File: config.mk
export PLATFORM = sky130hd
export DESIGN_NAME = lcd_ctrl
export DESIGN_NICKNAME = d
export VERILOG_FILES = /design/src/rtl/lcd_ctrl.sv
export SDC_FILE = /design/constraint.sdc
export NUM_CORES = 1
export LEC_CHECK = 0
export ABC_CLOCK_PERIOD_IN_PS = 4850
export CAP_MARGIN = 10
export CORE_UTILIZATION = 50
export CTS_BUF_LIST = sky130_fd_sc_hd__clkbuf_2
export DETAILED_ROUTE_END_ITERATION = 12
export GPL_TIMING_DRIVEN = 0
export MAX_ROUTING_LAYER = met4
export PLACE_DENSITY_LB_ADDON = 0.08
export SYNTH_ARGS = -nofsm -noshare
export SYNTH_HDL_FRONTEND = slang
export SYNTH_SLANG_ARGS = --single-unit
File: constraint.sdc
create_clock -name clk -period 4.85 [get_ports clk]
set_clock_uncertainty 0.15 [all_clocks]
set_input_delay 0.485 -clock clk [delete_from_list [all_inputs] [get_ports clk]]
set_output_delay 0.485 -clock clk [all_outputs]
set_load 0.005 [all_outputs]
File: src/rtl/lcd_ctrl.sv
// lcd_ctrl: 16x2 character LCD sequencer, 4-bit bus mode.
// Runs the power-up init and configuration nibbles, then writes requested
// bytes (command or character) as high/low nibble pairs with timed E strobes.
module lcd_ctrl #(
    parameter int T_PWRUP   = 750000,
    parameter int T_INIT1   = 205000,
    parameter int T_INIT2   = 5000,
    parameter int T_SETUP   = 2,
    parameter int T_E_HIGH  = 12,
    parameter int T_NIB_GAP = 50,
    parameter int T_CMD     = 2000,
    parameter int T_CLEAR   = 82000
) (
    input  logic       clk,
    input  logic       rst,
    input  logic       req_valid,
    input  logic       req_rs,
    input  logic [7:0] req_data,
    output logic       req_ready,
    output logic       init_done,
    output logic       busy,
    output logic       sf_e,
    output logic       e,
    output logic       rs,
    output logic       rw,
    output logic [3:0] D
);

    function automatic int maxi(input int a, input int b);
        return (a > b) ? a : b;
    endfunction

    localparam int TMAX = maxi(maxi(maxi(T_PWRUP, T_INIT1), maxi(T_INIT2, T_SETUP)),
                               maxi(maxi(T_E_HIGH, T_NIB_GAP), maxi(T_CMD, T_CLEAR)));
    localparam int CW   = $clog2(TMAX + 1);

    // Steps 0..3 are the bare init nibbles, 4..11 the config bytes split hi/lo.
    function automatic logic [3:0] init_nibble(input logic [3:0] st);
        case (st)
            4'd0, 4'd1, 4'd2: return 4'h3;
            4'd3, 4'd4:       return 4'h2;
            4'd5:             return 4'h8;
            4'd7:             return 4'h6;
            4'd9:             return 4'hC;
            4'd11:            return 4'h1;
            default:          return 4'h0;
        endcase
    endfunction

    function automatic int init_wait(input logic [3:0] st);
        if (st == 4'd0)
            return T_INIT1;
        else if (st < 4'd4)
            return T_INIT2;
        else if (st[0] == 1'b0)
            return T_NIB_GAP;
        else if (st == 4'd11)
            return T_CLEAR;
        else
            return T_CMD;
    endfunction

    // Counter load for a phase of n cycles (counts down to zero inclusive).
    function automatic logic [CW-1:0] ld(input int n);
        return CW'(n - 1);
    endfunction

    typedef enum logic [2:0] {
        S_PWRUP,
        S_SETUP,
        S_EHIGH,
        S_HOLD,
        S_WAIT,
        S_IDLE
    } state_t;

    state_t        state, state_nxt;
    logic [CW-1:0] cnt, cnt_nxt;
    logic [3:0]    step, step_nxt;
    logic          nib_lo, nib_lo_nxt;
    logic          load_nib;
    logic          accept;
    logic          init_fin;
    logic [3:0]    nib_val;
    logic          rs_val;
    logic          cur_rs;
    logic [7:0]    cur_byte;
    logic          is_clear;
    int            wait_len;

    assign sf_e     = 1'b1;
    assign rw       = 1'b0;
    assign is_clear = !cur_rs && (cur_byte == 8'h01 || cur_byte == 8'h02 || cur_byte == 8'h03);

    // Next-state, counter reload and nibble selection for the sequencer.
    always_comb begin
        state_nxt  = state;
        cnt_nxt    = cnt;
        step_nxt   = step;
        nib_lo_nxt = nib_lo;
        load_nib   = 1'b0;
        accept     = 1'b0;
        init_fin   = 1'b0;
        nib_val    = 4'h0;
        rs_val     = 1'b0;
        wait_len   = T_CMD;

        if (!init_done)
            wait_len = init_wait(step);
        else if (!nib_lo)
            wait_len = T_NIB_GAP;
        else if (is_clear)
            wait_len = T_CLEAR;
        else
            wait_len = T_CMD;

        case (state)
            S_PWRUP: begin
                if (cnt == '0) begin
                    state_nxt = S_SETUP;
                    cnt_nxt   = ld(T_SETUP);
                    load_nib  = 1'b1;
                end else begin
                    cnt_nxt = cnt - 1'b1;
                end
            end
            S_SETUP: begin
                if (cnt == '0) begin
                    state_nxt = S_EHIGH;
                    cnt_nxt   = ld(T_E_HIGH);
                end else begin
                    cnt_nxt = cnt - 1'b1;
                end
            end
            S_EHIGH: begin
                if (cnt == '0) begin
                    state_nxt = S_HOLD;
                    cnt_nxt   = '0;
                end else begin
                    cnt_nxt = cnt - 1'b1;
                end
            end
            S_HOLD: begin
                state_nxt = S_WAIT;
                cnt_nxt   = ld(wait_len);
            end
            S_WAIT: begin
                if (cnt != '0) begin
                    cnt_nxt = cnt - 1'b1;
                end else if (!init_done) begin
                    if (step == 4'd11) begin
                        state_nxt = S_IDLE;
                        init_fin  = 1'b1;
                    end else begin
                        step_nxt  = step + 4'd1;
                        state_nxt = S_SETUP;
                        cnt_nxt   = ld(T_SETUP);
                        load_nib  = 1'b1;
                    end
                end else if (!nib_lo) begin
                    nib_lo_nxt = 1'b1;
                    state_nxt  = S_SETUP;
                    cnt_nxt    = ld(T_SETUP);
                    load_nib   = 1'b1;
                end else begin
                    state_nxt = S_IDLE;
                end
            end
            S_IDLE: begin
                if (req_valid && req_ready) begin
                    accept     = 1'b1;
                    nib_lo_nxt = 1'b0;
                    state_nxt  = S_SETUP;
                    cnt_nxt    = ld(T_SETUP);
                    load_nib   = 1'b1;
                end
            end
            default: state_nxt = S_PWRUP;
        endcase

        if (!init_done) begin
            nib_val = init_nibble(step_nxt);
            rs_val  = 1'b0;
        end else if (accept) begin
            nib_val = req_data[7:4];
            rs_val  = req_rs;
        end else begin
            nib_val = cur_byte[3:0];
            rs_val  = cur_rs;
        end
    end

    // Control state and registered LCD pins; reset drops e immediately.
    always_ff @(posedge clk or posedge rst) begin
        if (rst) begin
            state     <= S_PWRUP;
            cnt       <= ld(T_PWRUP);
            step      <= 4'd0;
            nib_lo    <= 1'b0;
            e         <= 1'b0;
            rs        <= 1'b0;
            D         <= 4'h0;
            req_ready <= 1'b0;
            busy      <= 1'b1;
            init_done <= 1'b0;
        end else begin
            state     <= state_nxt;
            cnt       <= cnt_nxt;
            step      <= step_nxt;
            nib_lo    <= nib_lo_nxt;
            e         <= (state_nxt == S_EHIGH);
            req_ready <= (state_nxt == S_IDLE);
            busy      <= (state_nxt != S_IDLE);
            init_done <= init_done | init_fin;
            if (load_nib) begin
                rs <= rs_val;
                D  <= nib_val;
            end
        end
    end

    // Captured request byte; only meaningful after an accept.
    always_ff @(posedge clk) begin
        if (accept) begin
            cur_rs   <= req_rs;
            cur_byte <= req_data;
        end
    end

endmodule

==> impl_metrics.toml, run 1 <==
[synthesis]
async_reset_ff_share_pct = 80.4
syn_inst = 350
synth_common_cells = "o21ai_0 (39), nor2_1 (34), nand2_1 (32), a21oi_1 (25), dfrtp_1 (23)"
synth_cell_types = 62
synth.most_common_cell = "o21ai_0"
syn-num-nets = 374
ys_seq_area_share_pct = 39.9
ys_top_cells_by_area = "dfrtp_1 (19%), dfstp_2 (12%), edfxtp_1 (8.0%), o21ai_0 (6.5%), ha_1 (5.0%)"
synth_edf_count = 8
synth_seq_cells = 46
synth_flop_cell = "dfrtp_1"
netlist.top_cell.by_area = "dfrtp_1"
syn_area_mm2 = 0.00302
yosysWarnings = 0
syn_avg_cell_area_um2 = 8.63
yosysTopAreaCellShare_pct = 19.1

[grt]
grt_pass1_vias = 2548
grt_max_degree = 38
grtUsageTotal_pct = 26.6
grt_pass1_wl_um = 12600
overflow = 0
antenna_found_initial = 0

[route]
first_pass_iters = 5
viasPerCell = 6.26
ant_nets = 0
post_drt_wl_per_cell_um = 16.9
drc = 0
vias = 2815
drtIter0Drc = 190
wirelength_um = 7590

[placement]
io_buffers = 20
dpl_worst_slack_ns = 1.01
finalWeightedCongestion = 0.963
dp.cells = 442
hpwl_um = 5570

[clocking]
cts-root-buf = "clkbuf_2"
clk_pin_slew_worst_paths_ns = 0.26
cts_htree_levels = 2
cts_tree = "yes"
clk_path_buf_depth = 2
worstSkewPairLatency_ns = 0.44
numClockSinks = 46
holdBufCountCts = 0
cts_setup_buffers = 0
ctsResizeCount = 0
cts-buffers-inserted = 5

[floorplanning]
placementRows = 27
fp.dieW_um = 79.7
die_area_mm2 = 0.00636
initial_core_util_pct = 53.2
ios = 23
core-area_mm2 = 0.00568
die-height_um = 79.7

[sta]
setup_tns_ns = 0
setup_viol = 0
tightest_slew_ns = 1.22
fin_crit_ns = 3.96
finalMaxSlewViolations = 0
slew_headroom_pct = 17.8
max_freq_mhz = 252
rsz0062_at_grt = "no"
fin_ws_ns = 0.887
finalCritPeriodShare_pct = 81.7
hold_viol = 0

[power_and_ir_drop]
ir_drop_v = 0.000109
p_leak_nw = 1.31
cellPowerDensity_mw_per_mm2 = 191

[worst_setup_path]
critPathCapture = "D[0]"
critical_path_class = "flop to flop"
crit_arrival_ns = 4.20
cp_slowest_cell = "or4b_4"
rr_startpoint = "cnt[0]"
worst_ep_required_time_ns = 5.09
r2r_setup_slack_ns = 0.89
critical_path.max_fanout = 7
worstPathCellList = "inv_1 -> ha_1 -> or4b_4 -> nor4b_2 -> and3_1 -> clkbuf_1 -> nand2_1 -> mux2_2 -> ha_1 -> nand2b_1 -> o22ai_1 -> a21oi_1 -> nor3b_1 -> o221ai_1 -> a31oi_1"
start_kind = "flop"
max_stage_delay_ns = 0.53
cp-end-kind = "flop"
rr_endpoint = "D[0]"
rr_worst_depth = 15
startpoint = "cnt[0]"
cpMostUsedCell = "ha_1"

[final_layout]
stdcell_count = 450
n_antenna_cell = 0
final_core_util_pct = 59.6
fin_nets = 401
area_growth_pct = 12.0
drive_gt1_share_pct = 13.8

[outcome]
outcome = "finished, final reports clean"

[job]
maxCapViolations = 0

[min_path]
hold_class = "input pin to asynchronous set/reset pin"
==> metrics by stage <==
| step | cell area, um2 | hold slack, ns | power [mW] |
|---|---|---|---|
| after detailed placement | 3310 | 0.335 | 0.418 |
| after CTS | 3380 | 0.310 | 0.653 |
| final | 3380 | 0.296 | 0.645 |
| after global routing | 3380 | 0.346 | 0.664 |
| after global placement | 3310 | 0.332 | 0.417 |
| after floorplan | 3020 | 0.319 | 0.406 |
==> cell usage in the layout, fill, tap and decap left out, drive strengths merged, types with 3 or more instances in the layout <==
| cell type | count |
|---|---|
| a21oi | 26 |
| a31o | 3 |
| a31oi | 10 |
| and2 | 3 |
| and4 | 3 |
| buf | 6 |
| clkbuf | 17 |
| clkdlybuf4s50 | 20 |
| dfrtp | 23 |
| dfstp | 14 |
| edfxtp | 8 |
| ha | 12 |
| inv | 21 |
| mux2 | 6 |
| nand2 | 32 |
| nand2b | 4 |
| nand3 | 6 |
| nor2 | 34 |
| nor2b | 4 |
| nor3 | 10 |
| nor4 | 9 |
| o21a | 3 |
| o21ai | 42 |
| o22ai | 6 |
| o31ai | 3 |
| or3 | 6 |
| or4 | 5 |
| xnor2 | 3 |
==> worst min-delay path by stage <==
stage	from	endpoint
after CTS	rst	e
final	rst	e
after floorplan	cnt[19]	cnt[19]
after global routing	rst	e
after global placement	cnt[19]	cnt[19]
after detailed placement	cnt[19]	cnt[19]
==> critical path: cells and delay by family, from the launching register on <==
kind / cells / cell delay [ns]
compound gates: 4 / 0.61
fa+ha+maj: 2 / 0.46
flops: 1 / 0.46
buf+inv: 2 / 0.34
simple gates: 6 / 1.56
mux: 1 / 0.32
==> routing by layer <==
layer | global-route usage (%) | up-vias | wire length, um
li1 | - | 1334 | -
met2 | 39.3 | 87 | 3320
met3 | 4.00 | 8 | 405
met5 | - | - | 0
met4 | 5.82 | 0 | 70
met1 | 38.5 | 1386 | 3800
==> cell families after synthesis <==
logic type,count (synthesis),share of synthesized area (%)
and+or+nand+nor,125,21.8
AOI/OAI and AO/OA,117,24.0
DFF,46,39.9
buffers and inverters,37,5.34
adders and majority gates,12,4.97
muxes,8,2.90
xor gates and xnor gates,3,0.870
other,2,0.249
==> final cells by class <==
cell class                      instances  area (um2)
Fill cell                             522        2290
Tap cell                               72        90.1
Clock buffer                            5        25.0
Clock inverter                          3        47.5
Inverter                               19        71.3
Sequential cell                        46        1200
Timing Repair Buffer                   20         200
Multi-Input combinational cell        267        1660
Buffer                                 18        90.1
==> sequential cells by signal (all words and copies together) (netlist names), 3 cells and up <==
signal,cells
state,3
cnt,20
cur_byte,8
D,4
step,4
==> report_power, final <==
| part | switching (mW) | internal [mW] | total (mW) |
|---|---|---|---|
| sequential | 0 | 0.394 | 0.394 |
| clock | 0.142 | 0.0913 | 0.234 |
| combinational | 0.00799 | 0.00882 | 0.0168 |
| total | 0.150 | 0.494 | 0.645 |
Note: power is estimated with default switching activity, not from simulation.
==> inputs of run 2 (changes only) <==
--- a/config.mk
+++ b/config.mk
@@ -5,7 +5,7 @@
 export SDC_FILE = /design/constraint.sdc
 export NUM_CORES = 1
 export LEC_CHECK = 0
-export ABC_CLOCK_PERIOD_IN_PS = 4850
+export ABC_CLOCK_PERIOD_IN_PS = 3300
 export CAP_MARGIN = 10
 export CORE_UTILIZATION = 50
 export CTS_BUF_LIST = sky130_fd_sc_hd__clkbuf_2
==> constraint.sdc (replaced) <==
create_clock -name clk -period 3.3 [get_ports clk]
set_clock_uncertainty 0.15 [all_clocks]
set_input_delay 0.33 -clock clk [delete_from_list [all_inputs] [get_ports clk]]
set_output_delay 0.33 -clock clk [all_outputs]
set_load 0.005 [all_outputs]
==> run 2 against run 1 <==
Compared with the run above:
- the run now ends with negative setup slack left
- routed wire length is 2.6% higher
- flip-flop and latch count stayed put
- worst hold slack worse by 0.15 ns
- via count rose by 0.43%
- critical endpoint unchanged
- largest cell class unchanged
==> impl_metrics.toml, run 2 (same netlist as run 1, synthesis figures left out) <==
[worst_setup_path]
start_kind = "flop"
critical_path_class = "flop to flop"
cp-end-kind = "flop"
crit_arrival_ns = 3.58
max_stage_delay_ns = 0.49
critical_path.max_fanout = 4
worst_ep_required_time_ns = 3.53
path_delay_family = "simple AND/OR/NAND/NOR gates"
cpMostUsedCell = "ha_4"
path_buf_inv = 2
cp_slowest_cell = "or4b_4"
worstPathCellList = "inv_2 -> ha_4 -> or4b_4 -> nor4b_4 -> and3_1 -> clkbuf_8 -> nand2_4 -> mux2_4 -> ha_4 -> nand2b_4 -> o22ai_2 -> a21oi_1 -> nor3b_1 -> o221ai_1 -> a31oi_1"

[placement]
dp.cells = 442
place_area_mm2 = 0.00332
hpwl_um = 5530
io_buffers = 20
dpl_worst_slack_ns = -0.345
finalWeightedCongestion = 0.908

[clocking]
cts-buffers-inserted = 5
cts_tree = "yes"
cts-root-buf = "clkbuf_2"
worstSkewPairLatency_ns = 0.44
clk_path_buf_depth = 2
holdBufCountCts = 0
cts_htree_levels = 2
numClockSinks = 46
clk_pin_slew_worst_paths_ns = 0.26

[sta]
slew_headroom_pct = 37.3
max_freq_mhz = 298
finalCritPeriodShare_pct = 102
fin_crit_ns = 3.35
rsz0062_at_grt = "yes"
fin_ws_ns = -0.0535
setup_viol = 2
tightest_slew_ns = 0.932
finalMaxSlewViolations = 0
hold_viol = 0
setup_tns_ns = -0.0973

[route]
viasPerCell = 6.15
drtIter0Drc = 226
ant_nets = 0
wirelength_um = 7790
first_pass_iters = 5
vias = 2827
post_drt_wl_per_cell_um = 16.9
drc = 0

[final_layout]
final_cell_mix = "o21ai_0 (38), nor2_1 (32), nand2_1 (31)"
top_register = "cnt"
fin_nets = 411
mostFrequentLayoutCell = "o21ai_0"
n_antenna_cell = 0
area_growth_pct = 17.3
top_regs = "cnt: 20 flops, cur_byte: 8 flops"
fin_area_mm2 = 0.00354
stdcell_count = 460
largest_register_ffs = 20
final_core_util_pct = 62.4
drive_gt1_share_pct = 20.1

[floorplanning]
initial_core_util_pct = 53.2
fp.dieW_um = 79.7
core-area_mm2 = 0.00568
die-height_um = 79.7
die_area_mm2 = 0.00636
placementRows = 27
ios = 23

[outcome]
violations = "negative setup slack"
outcome = "complete, but fails checks"

[power_and_ir_drop]
cellPowerDensity_mw_per_mm2 = 241
ir_drop_v = 0.000133
p_leak_nw = 1.36

[grt]
grt_pass1_wl_um = 13000
grt_pass1_vias = 2628
overflow = 0
antenna_found_initial = 0
grt_max_degree = 38
grtUsageTotal_pct = 27.5

[min_path]
hold_class = "input pin to asynchronous set/reset pin"

[job]
maxCapViolations = 0
==> run 2: worst paths after layout <==
check,start,slack (ns),endpoint,cells after the start
worst max-delay path,cnt[1],-0.05,D[0],15
worst min-delay path,rst,0.15,cnt[4],2
worst max register to register,cnt[1],-0.05,D[0],15
worst min register to register,cnt[19],0.36,cnt[19],1
max in group asynchronous,rst,2.34,cnt[11],2
min in group clk,req_data[2],0.29,cur_byte[2],1
==> run 2: layout make-up <==
class / count / area [um2]
Timing Repair Buffer: 30 / 275
Tap cell: 72 / 90.1
Sequential cell: 46 / 1200
Fill cell: 526 / 2130
Clock buffer: 5 / 25.0
Multi-Input combinational cell: 267 / 1760
Buffer: 18 / 100
Clock inverter: 3 / 21.3
Inverter: 19 / 71.3
==> run 2: what timing repair did <==
action | in CTS | in global routing
pin swaps | 10 | 9
buffers inserted | 8 | 2
setup endpoints to repair | 6 | 18
hold endpoints to repair | 0 | 0
gates resized for setup | 17 | 7
==> run 2: metal layers <==
metal | routed length (um) | GRT usage (%)
met5 | 0 | -
met4 | 70 | 6.91
met3 | 427 | 3.77
met2 | 3480 | 40.5
met1 | 3810 | 39.7
==> run 2: power breakdown <==
part | internal (mW) | leakage [nW] | switching, mW
sequential | 0.579 | 0.516 | 0
combinational | 0.0130 | 0.820 | 0.0119
clock | 0.0522 | 0.0289 | 0.198
total | 0.644 | 1.36 | 0.210
==> run 2: worst register-to-register path, stage by stage, from the launching register on <==
cell	delay [ns]
dfstp_2	0.43
inv_2	0.07
ha_4	0.13
or4b_4	0.49
nor4b_4	0.24
and3_1	0.22
clkbuf_8	0.15
nand2_4	0.05
mux2_4	0.35
ha_4	0.17
nand2b_4	0.13
o22ai_2	0.10
a21oi_1	0.08
nor3b_1	0.20
o221ai_1	0.16
a31oi_1	0.17
==> run 2: stage by stage <==
stage | hold WS (ns) | total power, mW
floorplan | 0.279 | 0.597
finish | 0.147 | 0.854
global placement | 0.335 | 0.613
CTS | 0.182 | 0.863
global route | 0.221 | 0.889
detailed placement | 0.338 | 0.614
==> inputs of run 3 (changes only) <==
--- a/config.mk
+++ b/config.mk
@@ -7,7 +7,8 @@
 export LEC_CHECK = 0
 export ABC_CLOCK_PERIOD_IN_PS = 3300
 export CAP_MARGIN = 10
-export CORE_UTILIZATION = 50
+export CORE_MARGIN = 10
+export CORE_UTILIZATION = 55
 export CTS_BUF_LIST = sky130_fd_sc_hd__clkbuf_2
 export DETAILED_ROUTE_END_ITERATION = 12
 export GPL_TIMING_DRIVEN = 0
==> run 3 against run 2 <==
Compared with the run above:
- count of clock-buffer cells in the layout stayed put
- clock power increased by 8.4%
- critical endpoint is now D[2]
- global-route usage decreased by 8.3 points
- the flow now finishes without violations
- routed wire length up 4.5%
- via count rose by 1.7%
- cell area increased by 2.1%
- register-to-register slack better by 0.11 ns
- utilization increased by 7.1 points
==> impl_metrics.toml, run 3 (same netlist as run 1, synthesis figures left out) <==
[final_layout]
top_register = "cnt"
final_cell_mix = "o21ai_0 (38), nor2_1 (33), nand2_1 (31)"
largest_register_ffs = 20
fin_nets = 416
top_regs = "cnt: 20 flops, cur_byte: 8 flops"
area_growth_pct = 19.8
mostFrequentLayoutCell = "o21ai_0"
drive_gt1_share_pct = 21.4
stdcell_count = 463
fill_cells = 426
n_antenna_cell = 0
fin_area_mm2 = 0.00362

[worst_setup_path]
start_kind = "flop"
cp.depth = 15
r2r_setup_slack_ns = 0.06
cp_slowest_cell = "or4b_4"
worstPathCellList = "inv_2 -> ha_4 -> or4b_4 -> nor4b_4 -> and3_4 -> nand2_2 -> mux2_4 -> inv_1 -> ha_4 -> nand2_1 -> a2bb2oi_1 -> o21ai_0 -> a211o_1 -> nor2_2 -> o22ai_1"
path_delay_family = "simple AND/OR/NAND/NOR gates"
worst_ep_required_time_ns = 3.53
critical_path.max_fanout = 5
path_buf_inv = 2
crit_arrival_ns = 3.47
critical_path_class = "flop to flop"
cp-end-kind = "flop"
rr_worst_depth = 15
cpMostUsedCell = "ha_4"
max_stage_delay_ns = 0.49

[grt]
antenna_found_initial = 0
grtUsageTotal_pct = 19.2
grt_pass1_wl_um = 13400
grt_max_degree = 20
overflow = 0
grt_pass1_vias = 2790

[sta]
fin_ws_ns = 0.0597
setup_tns_ns = 0
rsz0062_at_grt = "yes"
max_freq_mhz = 309
hold_viol = 0
tightest_slew_ns = 0.966
slew_headroom_pct = 35.0
fin_crit_ns = 3.24
finalMaxSlewViolations = 0
finalCritPeriodShare_pct = 98.2
setup_viol = 0

[power_and_ir_drop]
pwr-share-clk_pct = 30.8
p_int_uw = 652
power.total_uw = 879
p_seq_share_pct = 65.9
cellPowerDensity_mw_per_mm2 = 243
combPwrFrac_pct = 3.3
p_sw_share_pct = 25.8
ir_drop_v = 0.000185
p_switching_uw = 227
p_leak_nw = 1.41

[route]
first_pass_iters = 6
wirelength_um = 8140
viasPerCell = 6.21
ant_nets = 0
drc = 0
post_drt_wl_per_cell_um = 17.6
drtIter0Drc = 272
vias = 2874

[floorplanning]
die_area_mm2 = 0.00886
ios = 23
fp.dieW_um = 94.1
die-height_um = 94.1
core-area_mm2 = 0.00520
placementRows = 26
initial_core_util_pct = 58.0

[placement]
finalWeightedCongestion = 0.983
place_area_mm2 = 0.00335
hpwl_um = 5760
dpl_worst_slack_ns = -0.357
io_buffers = 20
dp.cells = 441

[clocking]
holdBufCountCts = 0
cts_htree_levels = 2
cts_tree = "yes"
numClockSinks = 46
cts-root-buf = "clkbuf_2"
worstSkewPairLatency_ns = 0.47
cts-buffers-inserted = 5
clk_pin_slew_worst_paths_ns = 0.28
clk_path_buf_depth = 2

[job]
maxCapViolations = 0

[outcome]
outcome = "finished, final reports clean"

[min_path]
hold_class = "input pin to asynchronous set/reset pin"
run 3: power by group through the flow:
stage | combinational (mW) | sequential (mW) | clock [mW]
after global placement | 0.0246 | 0.588 | 0
after floorplan | 0.00881 | 0.588 | 0
after CTS | 0.0298 | 0.580 | 0.274
after global routing | 0.0329 | 0.580 | 0.290
final | 0.0291 | 0.579 | 0.271
after detailed placement | 0.0298 | 0.588 | 0
run 3: path summary, 6_finish.rpt:
kind | from | end
min | rst | init_done
max reg2reg | cnt[1] | D[2]
max | cnt[1] | D[2]
max in group asynchronous | rst | cnt[19]
min in group clk | req_data[1] | cur_byte[1]
min reg2reg | cnt[19] | cnt[19]
run 3: layout make-up:
class | instances | area, um2 | area share, %
timing repair buffer | 36 | 338 | 9.34
sequential | 46 | 1200 | 33.3
buffer | 17 | 86.3 | 2.39
clock inverter | 3 | 25.0 | 0.692
multi-input combinational | 267 | 1780 | 49.2
tap | 70 | 87.6 | 2.42
inverter | 19 | 71.3 | 1.97
clock buffer | 5 | 25.0 | 0.692
run 3: worst reg2reg max path: stages (launching register included):
cell and delay [ns]:
dfstp_2 0.44, inv_2 0.07, ha_4 0.13, or4b_4 0.49
nor4b_4 0.28, and3_4 0.26, nand2_2 0.06, mux2_4 0.26
inv_1 0.09, ha_4 0.18, nand2_1 0.07, a2bb2oi_1 0.14
o21ai_0 0.09, a211o_1 0.29, nor2_2 0.11, o22ai_1 0.08
run 3: per-layer routing:
metal / routed length, um / track usage [%] / vias up
li1: - / - / 1361
met1: 3580 / 23.1 / 1388
met2: 4080 / 31.7 / 117
met3: 390 / 2.72 / 8
met4: 87 / 6.96 / 0
met5: 0 / - / -
run 3: what timing repair did:
action | CTS | global route
resized for setup | 17 | 11
setup buffers | 9 | 5
pin swaps | 10 | 9
setup endpoints to repair | 16 | 3
endpoints found under the hold margin | 0 | 0
run 3: metrics by stage:
step	util [%]	hold WS [ns]
6_report	69.5	0.117
5_1_grt	69.5	0.204
4_1_cts	68.0	0.129
3_5_place_dp	64.3	0.334
3_3_place_gp	63.7	0.331
2_1_floorplan	-	0.279
